`config.mk`:
```
export PLATFORM = sky130hd
export DESIGN_NAME = vector_out_port
export DESIGN_NICKNAME = d
export VERILOG_FILES = /design/src/rtl/cpu_out_pkg.sv /design/src/rtl/lane_clamp.sv /design/src/rtl/vector_out_port.sv
export SDC_FILE = /design/constraint.sdc
export NUM_CORES = 1
export LEC_CHECK = 0
export BUFFER_PORTS_ARGS = -buffer_cell sky130_fd_sc_hd__buf_4
export CAP_MARGIN = 10
export CORE_AREA = 4 4 155 157
export CTS_BUF_LIST = sky130_fd_sc_hd__clkbuf_8 sky130_fd_sc_hd__clkbuf_16
export CTS_CLUSTER_DIAMETER = 40
export CTS_CLUSTER_SIZE = 12
export DETAILED_ROUTE_END_ITERATION = 8
export DIE_AREA = 0 0 159 161
export PLACE_DENSITY = 0.71
export SYNTH_ARGS = -nofsm -noshare
export SYNTH_HDL_FRONTEND = slang
export SYNTH_SLANG_ARGS = --single-unit
export TNS_END_PERCENT = 30
```
`constraint.sdc`:
```
create_clock -name clock -period 3.8 [get_ports clock]
set_input_delay 0.76 -clock clock [delete_from_list [all_inputs] [get_ports clock]]
set_output_delay 0.76 -clock clock [all_outputs]
set_load 0.01 [all_outputs]
```
`src/rtl/cpu_out_pkg.sv`:
```
// cpu_out_pkg: shared widths and types for the CPU output stream producer.
package cpu_out_pkg;
  localparam int DATA_WIDTH   = 19;
  localparam int VECTOR_SIZE  = 6;
  localparam int OUTPUT_WIDTH = 8;
  typedef logic signed [DATA_WIDTH-1:0]           lane_t;
  typedef logic [OUTPUT_WIDTH-1:0]                pixel_t;
  typedef logic [VECTOR_SIZE*OUTPUT_WIDTH-1:0]    out_word_t;
endpackage

```
`src/rtl/lane_clamp.sv`:
```
// lane_clamp: converts one signed lane to an unsigned pixel, clamped or truncated.
module lane_clamp
  import cpu_out_pkg::*;
#(
  parameter int DW = DATA_WIDTH,
  parameter int OW = OUTPUT_WIDTH
) (
  input  logic signed [DW-1:0] lane,
  input  logic                 saturate,
  output logic [OW-1:0]        pixel
);
  // Non-negative lanes exceed the pixel range iff any bit above the pixel width is set.
  always_comb
    pixel = !saturate        ? lane[OW-1:0] :
            lane[DW-1]       ? '0 :
            |lane[DW-2:OW]   ? '1 :
                               lane[OW-1:0];
endmodule

```
`src/rtl/vector_out_port.sv`:
```
// vector_out_port: buffers converted vector stores and emits one packed word per outFlag pulse.
module vector_out_port #(
  parameter int DATA_WIDTH   = cpu_out_pkg::DATA_WIDTH,
  parameter int VECTOR_SIZE  = cpu_out_pkg::VECTOR_SIZE,
  parameter int OUTPUT_WIDTH = cpu_out_pkg::OUTPUT_WIDTH,
  parameter int FIFO_DEPTH   = 4,
  parameter int OUT_GAP      = 0
) (
  input  logic                                clock,
  input  logic                                reset,
  input  logic                                outEnable,
  input  logic [VECTOR_SIZE*DATA_WIDTH-1:0]   vectorIn,
  input  logic                                saturate,
  output logic                                stall,
  output logic [VECTOR_SIZE*OUTPUT_WIDTH-1:0] out,
  output logic                                outFlag,
  output logic [31:0]                         wordsOut
);
  localparam int AW = $clog2(FIFO_DEPTH);
  localparam int GW = OUT_GAP > 0 ? $clog2(OUT_GAP + 1) : 1;
  localparam logic [AW:0]   FULL = (AW+1)'(FIFO_DEPTH);
  localparam logic [GW-1:0] GAP  = GW'(OUT_GAP);
  logic [VECTOR_SIZE*OUTPUT_WIDTH-1:0] mem [FIFO_DEPTH];
  logic [VECTOR_SIZE*OUTPUT_WIDTH-1:0] conv;
  logic [AW-1:0] wr_ptr, rd_ptr;
  logic [AW:0]   count;
  logic [GW-1:0] gap_cnt;
  logic          wr, rd;
  genvar i;
  for (i = 0; i < VECTOR_SIZE; i++) begin : g_lane
    lane_clamp #(.DW(DATA_WIDTH), .OW(OUTPUT_WIDTH)) u_clamp (
      .lane     (vectorIn[i*DATA_WIDTH +: DATA_WIDTH]),
      .saturate (saturate),
      .pixel    (conv[i*OUTPUT_WIDTH +: OUTPUT_WIDTH])
    );
  end
  always_comb begin
    stall = count == FULL;
    wr    = outEnable && !stall;
    rd    = count != '0 && gap_cnt == '0;
  end
  always_ff @(posedge clock)
    if (wr) mem[wr_ptr] <= conv;
  // Pointers wrap naturally because the depth is a power of two.
  always_ff @(posedge clock or negedge reset)
    if (!reset) begin
      wr_ptr   <= '0;
      rd_ptr   <= '0;
      count    <= '0;
      gap_cnt  <= '0;
      out      <= '0;
      outFlag  <= 1'b0;
      wordsOut <= '0;
    end else begin
      if (wr) wr_ptr <= wr_ptr + 1'b1;
      if (rd) begin
        rd_ptr   <= rd_ptr + 1'b1;
        out      <= mem[rd_ptr];
        gap_cnt  <= GAP;
        wordsOut <= wordsOut + 32'd1;
      end else if (gap_cnt != '0) gap_cnt <= gap_cnt - 1'b1;
      outFlag <= rd;
      count   <= count + (AW+1)'(wr) - (AW+1)'(rd);
    end
endmodule
```
== After elaboration in Yosys (flattened, before gate mapping) ==
Memories as Yosys holds them, arrays and structs flattened. A register that Yosys moved wholly into a read port is not among the register bits.
Cells that the tools add are included.

* Register bits after elaboration: 41
* Memory bits (writable): 192
* Bits of input ports: 118
* Output and inout port bits: 82
* Logic and storage cells: 48
* Memories: 1

* Add/subtract/negate cells: 6
* Equality and inequality tests: 1
* Multiplexer cells: 22
* Bitwise gates (word level): 1
* Reduce and logical (&&, ||, !) cells: 11

{| class="wikitable"
|+ Memory list
! name !! depth !! width !! rd ports !! clocked after memory_dff !! wr ports !! RTL line !! RTL
|-
| mem || 4 || 48 || 1 || 1 || 1 || vector_out_port.sv:23 || <nowiki>logic [VECTOR_SIZE*OUTPUT_WIDTH-1:0] mem [FIFO_DEPTH];</nowiki>
|}

{| class="wikitable"
|+ Operators with widths
! cell !! count
|-
| $mux W8 || 18
|-
| $reduce_or A10 Y1 || 6
|-
| $add A32 B1 Y32 const B || 1
|-
| $add A2 B1 Y2 const B || 2
|-
| $mux W1 || 4
|-
| $add A3 B1 Y3 || 1
|-
| $eq A3 B3 Y1 const B || 1
|-
| $reduce_bool A3 Y1 || 1
|-
| $sub A3 B1 Y3 || 1
|-
| $logic_and A1 B1 Y1 || 2
|-
| $logic_not A1 Y1 || 2
|-
| $not A1 Y1 || 1
|-
| $sub A1 B1 Y1 const B || 1
|}

== Logic depth before layout (Yosys ltp) ==
* Depth after elaboration: 5
* Depth in mapped cells: 9
* Mapped depth without buffers: 8

== Cells and area by module ==
From an unflattened synthesis, not the netlist that was laid out.

* Cells, all modules: 699
* Area, all modules: 11,174.5 um2

{| class="wikitable"
|+ Modules (own cells, without submodules)
! module !! instances !! cells each !! area each (um2) !! sequential area each (um2)
|-
| vector_out_port || 1 || 615 || 10,521.3 || 7,967.6
|-
| lane_clamp || 6 || 14 || 108.9 || 0.0
|}

== Worst setup path before layout ==
Ideal clock, no wire load.

* Path kind: input -> register
* Start point: in outEnable
* End point: mem mem[0][0] in the netlist's numbering (enable)
* Setup time: 0.410 ns
* Arrival time: 2.277 ns
* Data required time: 3.390 ns
* Slack: 1.112 ns
* Stages: 3
* Buffers on the path: 1
* Cells stage by stage: nor2b_1 -> clkbuf_1 -> and2_1

* Longest elaborated chain between the ends: 3

{| class="wikitable"
|+ RTL lines
! element !! RTL line !! RTL
|-
| start, declared || vector_out_port.sv:11 || <nowiki>input logic outEnable,</nowiki>
|-
| $logic_and A1 B1 Y1 || vector_out_port.sv:39 || <nowiki>wr = outEnable && !stall;</nowiki>
|-
| $mux W1 || vector_out_port.sv:43 || <nowiki>if (wr) mem[wr_ptr] <= conv;</nowiki>
|-
| $mux W1 (not written as such) || vector_out_port.sv:43 ||
|-
| end, declared || vector_out_port.sv:23 ||
|}

Every way passes these cells.

== Worst setup path in the final report ==
* Start point: reg count[2]
* End point: mem mem[3][31] in the netlist's numbering (enable)

* Longest elaborated chain between the ends: 5

{| class="wikitable"
|+ RTL lines
! element !! RTL line !! RTL
|-
| start, declared || vector_out_port.sv:26 || <nowiki>logic [AW:0] count;</nowiki>
|-
| start signal, assigned || vector_out_port.sv:63 || <nowiki>count <= count + (AW+1)'(wr) - (AW+1)'(rd);</nowiki>
|-
| $eq A3 B3 Y1 || vector_out_port.sv:38 || <nowiki>stall = count == FULL;</nowiki>
|-
| $logic_not A1 Y1 || vector_out_port.sv:39 ||
|-
| $logic_and A1 B1 Y1 || vector_out_port.sv:39 ||
|-
| $mux W1 || vector_out_port.sv:43 ||
|-
| $mux W1 (not written as such) || vector_out_port.sv:43 ||
|}

Every way passes these cells.

==> summary.md <==
| Metric | Value |
|---|---|
| Final core utilization | `0.625` |
| Drt wl/cell | `19.4 um` |
| First-pass GRT wire length | `approximately 39,000 um` |
| DRT Pass-1 Iters | `5` |
| Vias/cell | `5.37` |
| Pwr/cell area | `between 700 and 800 mW/mm2` |
| CTS root buffer | `clkbuf_16` |
| Share of post-route cells with drive strength above 1 | `0.344` |
| Slew headroom | `0.324` |
| Die W | `around 160 um` |
| Hold Path Class | `input port to asynchronous set/reset pin` |
| Area growth, synth to finish | `26.7%` |
| Initial antenna violation count | `0` |
| GR Util All Layers | `0.190` |
| Pin count of the biggest net entering global routing | `75` |
| CTS tree | `yes` |
| Placer Congestion | `0.793` |
| CTS H-Tree Depth | `2` |
| Cell taking the most area after synthesis | `edfxtp_1` |
| RSZ-0062 raised after global routing | `no` |
| Avg Cell Area, Syn | `15.9 um2` |
| Slowest cell on crit path | `and2_2` |
| Clk pwr share | `0.291` |
| Worst Path Buf+Inv | `1` |
| Fin worst setup slack | `1.49 ns` |
| CTS buffer count | `36` |
| Largest fanout on the critical path | `27` |
| CTS Buffer Depth | `3` |
| Synth Cell Area | `0.0111 mm2` |
| Post-CTS Hold Fix Bufs | `0` |
| Final setup fails | `0` |
| Grt met1 use | `0.259` |
| Port Buffers | `199` |
| Iteration-0 DRC Markers | `390` |
| Met2 Use GR | `0.309` |
| DR DRC count | `0` |
| GR peak layer | `met2` |
| Worst path max stage delay | `0.64 ns` |
| Post-CTS setup buffer count | `0` |
| Pint | `7.29 mW` |
| HPWL Detailed | `roughly 15,000 um` |
| Via count | `6,628` |
| Status | `finished, final reports clean` |
| Synth cell types | `36` |
| Final Cycle Share | `0.607` |
| Clock transition at the registers of the reported paths | `0.05 ns` |
| Max-cap viol count | `0` |
| Clk_lat worst skew | `0.50 ns` |
| Sequential fraction of the synthesis area | `0.718` |
| Max VDD drop | `0.370 mV` |
| Vias in the first global route | `7,047` |
| Post-Syn Nets | `822` |
| Max Freq | `434 MHz` |
| Slew Viols, Final | `0` |
| Nature of the critical path startpoint | `flop` |
| NumNets Final | `roughly 1,000` |
| Synth warn | `0` |
| Crit path time final | `2.31 ns` |
| Synth Instances | `about 700` |
| ANT cells | `0` |
| Required @ worst endpoint | `around 4 ns` |
| Critical path origin | `count[2]` |
| Part of the power in registers | `0.446` |
| Flops & latches, synth | `280` |
| # clock sinks | `280` |
| Switching pwr | `approximately 3.2 mW` |
| Final hold slack | `roughly 0.42 ns` |
| Critical path arrival | `around 2.5 ns` |
| Post_cts resized | `0` |
| Switching Share | `0.305` |
| Crit-path cells | `nor3b_1 > nor2b_1 > and2_2 > buf_12` |
| Number of cell rows | `55` |
| Global route overflow | `0` |
| Worst slew pin tran | `1.01 ns` |
| Initial Util | `0.493` |
| Setup Slack @ Placement | `approximately 1.3 ns` |
| Post-Route WL | `23,900 um` |
| Post-route ant nets | `0` |
| Logic pwr share | `0.263` |
| Lkg Pwr | `5.61 nW` |
| Die height | `161 um` |
| Setup TNS | `0 ns` |
| Crit path kind | `flop to flop` |
| Clock Skews | `0.0119 ns` |
| Worst r2r src | `count[2]` |
| Die Footprint | `0.0256 mm2` |
| Synth area leaders | `edfxtp_1 52%, dfrtp_1 20%, mux4_2 9.7%` |
| Synth top area share | `0.519` |
| Core footprint | `around 0.023 mm2` |
| Crit-path leading delay family | `simple AND/OR/NAND/NOR gates` |
| Final Hold Viols | `0` |
| Total I/O pin count | `200` |
| CP endpoint kind | `flop` |
| Met3 usage | `0.0500` |
sequential cells by signal (all words and copies together) (netlist names):
name / cells
mem: 192
out: 48
wordsOut: 32
count: 3
rd_ptr: 2
wr_ptr: 2
outFlag: 1
area by class of cell:
cell class              count  area (um2)
multi-input cells         384        3000
fillers                  1678        8430
clock inverters            29         175
repair buffers            210        1600
inverters                   9        33.8
clock buffers              37         926
flip-flops and latches    280        7970
well taps                 285         357
kinds of logic (layout without fill, tap and decap cells):
kind of cell,after synthesis,in the layout,share of synthesized area
DFF,280,280,0.718
and+or+nand+nor,235,235,0.0968
buffers and inverters,32,285,0.0122
AOI/OAI and AO/OA,57,57,0.0378
adders and majority gates,8,8,0.00969
muxes,48,48,0.0974
xor gates and xnor gates,36,36,0.0284
metal layers:
metal | up-vias | wire length (um)
li1 | 3052 | -
met1 | 3282 | 10100
met4 | 0 | 449
met3 | 36 | 1720
met5 | - | 0
met2 | 258 | 11700
cell usage after synthesis:
cell type,number
ha_1,7
buf_1,5
nor4b_4,1
nor3_2,1
o31ai_1,1
mux4_2,48
nor4_4,1
and4_1,1
and3_1,4
nand4_2,1
nor4_1,13
nor4_2,1
nand2_1,164
buf_6,1
nor2_1,9
inv_1,8
fa_1,1
buf_2,6
nor3_1,3
nand4_1,9
o21a_1,48
nor2b_1,1
o311ai_1,1
nor3_4,1
dfrtp_1,88
clkbuf_1,11
a31oi_1,6
xor2_1,4
o21ai_0,1
edfxtp_1,192
nor3b_1,1
xnor2_1,32
nand3_1,17
inv_2,1
and2_1,6
nand2b_1,1
stage by stage:
stage | cell area [um2] | power (mW) | instances
floorplan | 11100 | 6.31 | 696
global placement | 13000 | 7.48 | 1168
detailed placement | 13000 | 7.54 | 1168
CTS | 14100 | 10.6 | 1234
global route | 14100 | 11.1 | 1234
finish | 14100 | 10.5 | 1234
path summary, 6_finish.rpt:
kind | to | slack, ns | cells after the start
max | mem[3][31] | 1.49 | 4
min | wordsOut[13] | 0.42 | 1
max reg2reg | mem[3][31] | 1.49 | 4
min reg2reg | out[26] | 0.46 | 2
max in group asynchronous | rd_ptr[0] | 2.63 | 1
min in group clock | out[26] | 0.46 | 2
power by group through the flow:
stage               registers [mW]  clock network, mW  logic (mW)
floorplan                     4.59                  0        1.73
global placement              4.73                  0        2.75
detailed placement            4.75                  0        2.79
CTS                           4.70               3.13        2.81
global route                  4.79               3.28        3.05
finish                        4.68               3.05        2.76
worst reg2reg max path, cell delays in order, from the launching register on:
cell,delay [ns]
dfrtp_1,0.45
nor3b_1,0.19
nor2b_1,0.40
and2_2,0.64
buf_12,0.29
layout by cell type, fill, tap and decap left out, types with 2 or more instances in the layout:
cell type	instances
nand2_1	164
mux4_2	48
clkbuf_16	37
buf_4	208
inv_1	16
ha_1	7
nor3_1	3
and2_1	2
clkinv_2	6
dfrtp_1	86
a31oi_1	6
inv_6	6
clkinv_4	2
nor2_1	9
xnor2_1	32
o21a_1	48
edfxtp_1	192
buf_12	2
clkinv_1	3
and2_2	4
and3_1	4
nand4_1	9
clkinvlp_4	3
nand3_1	17
nor4_1	13
xor2_1	4
Power figures use the tool's default switching activity.
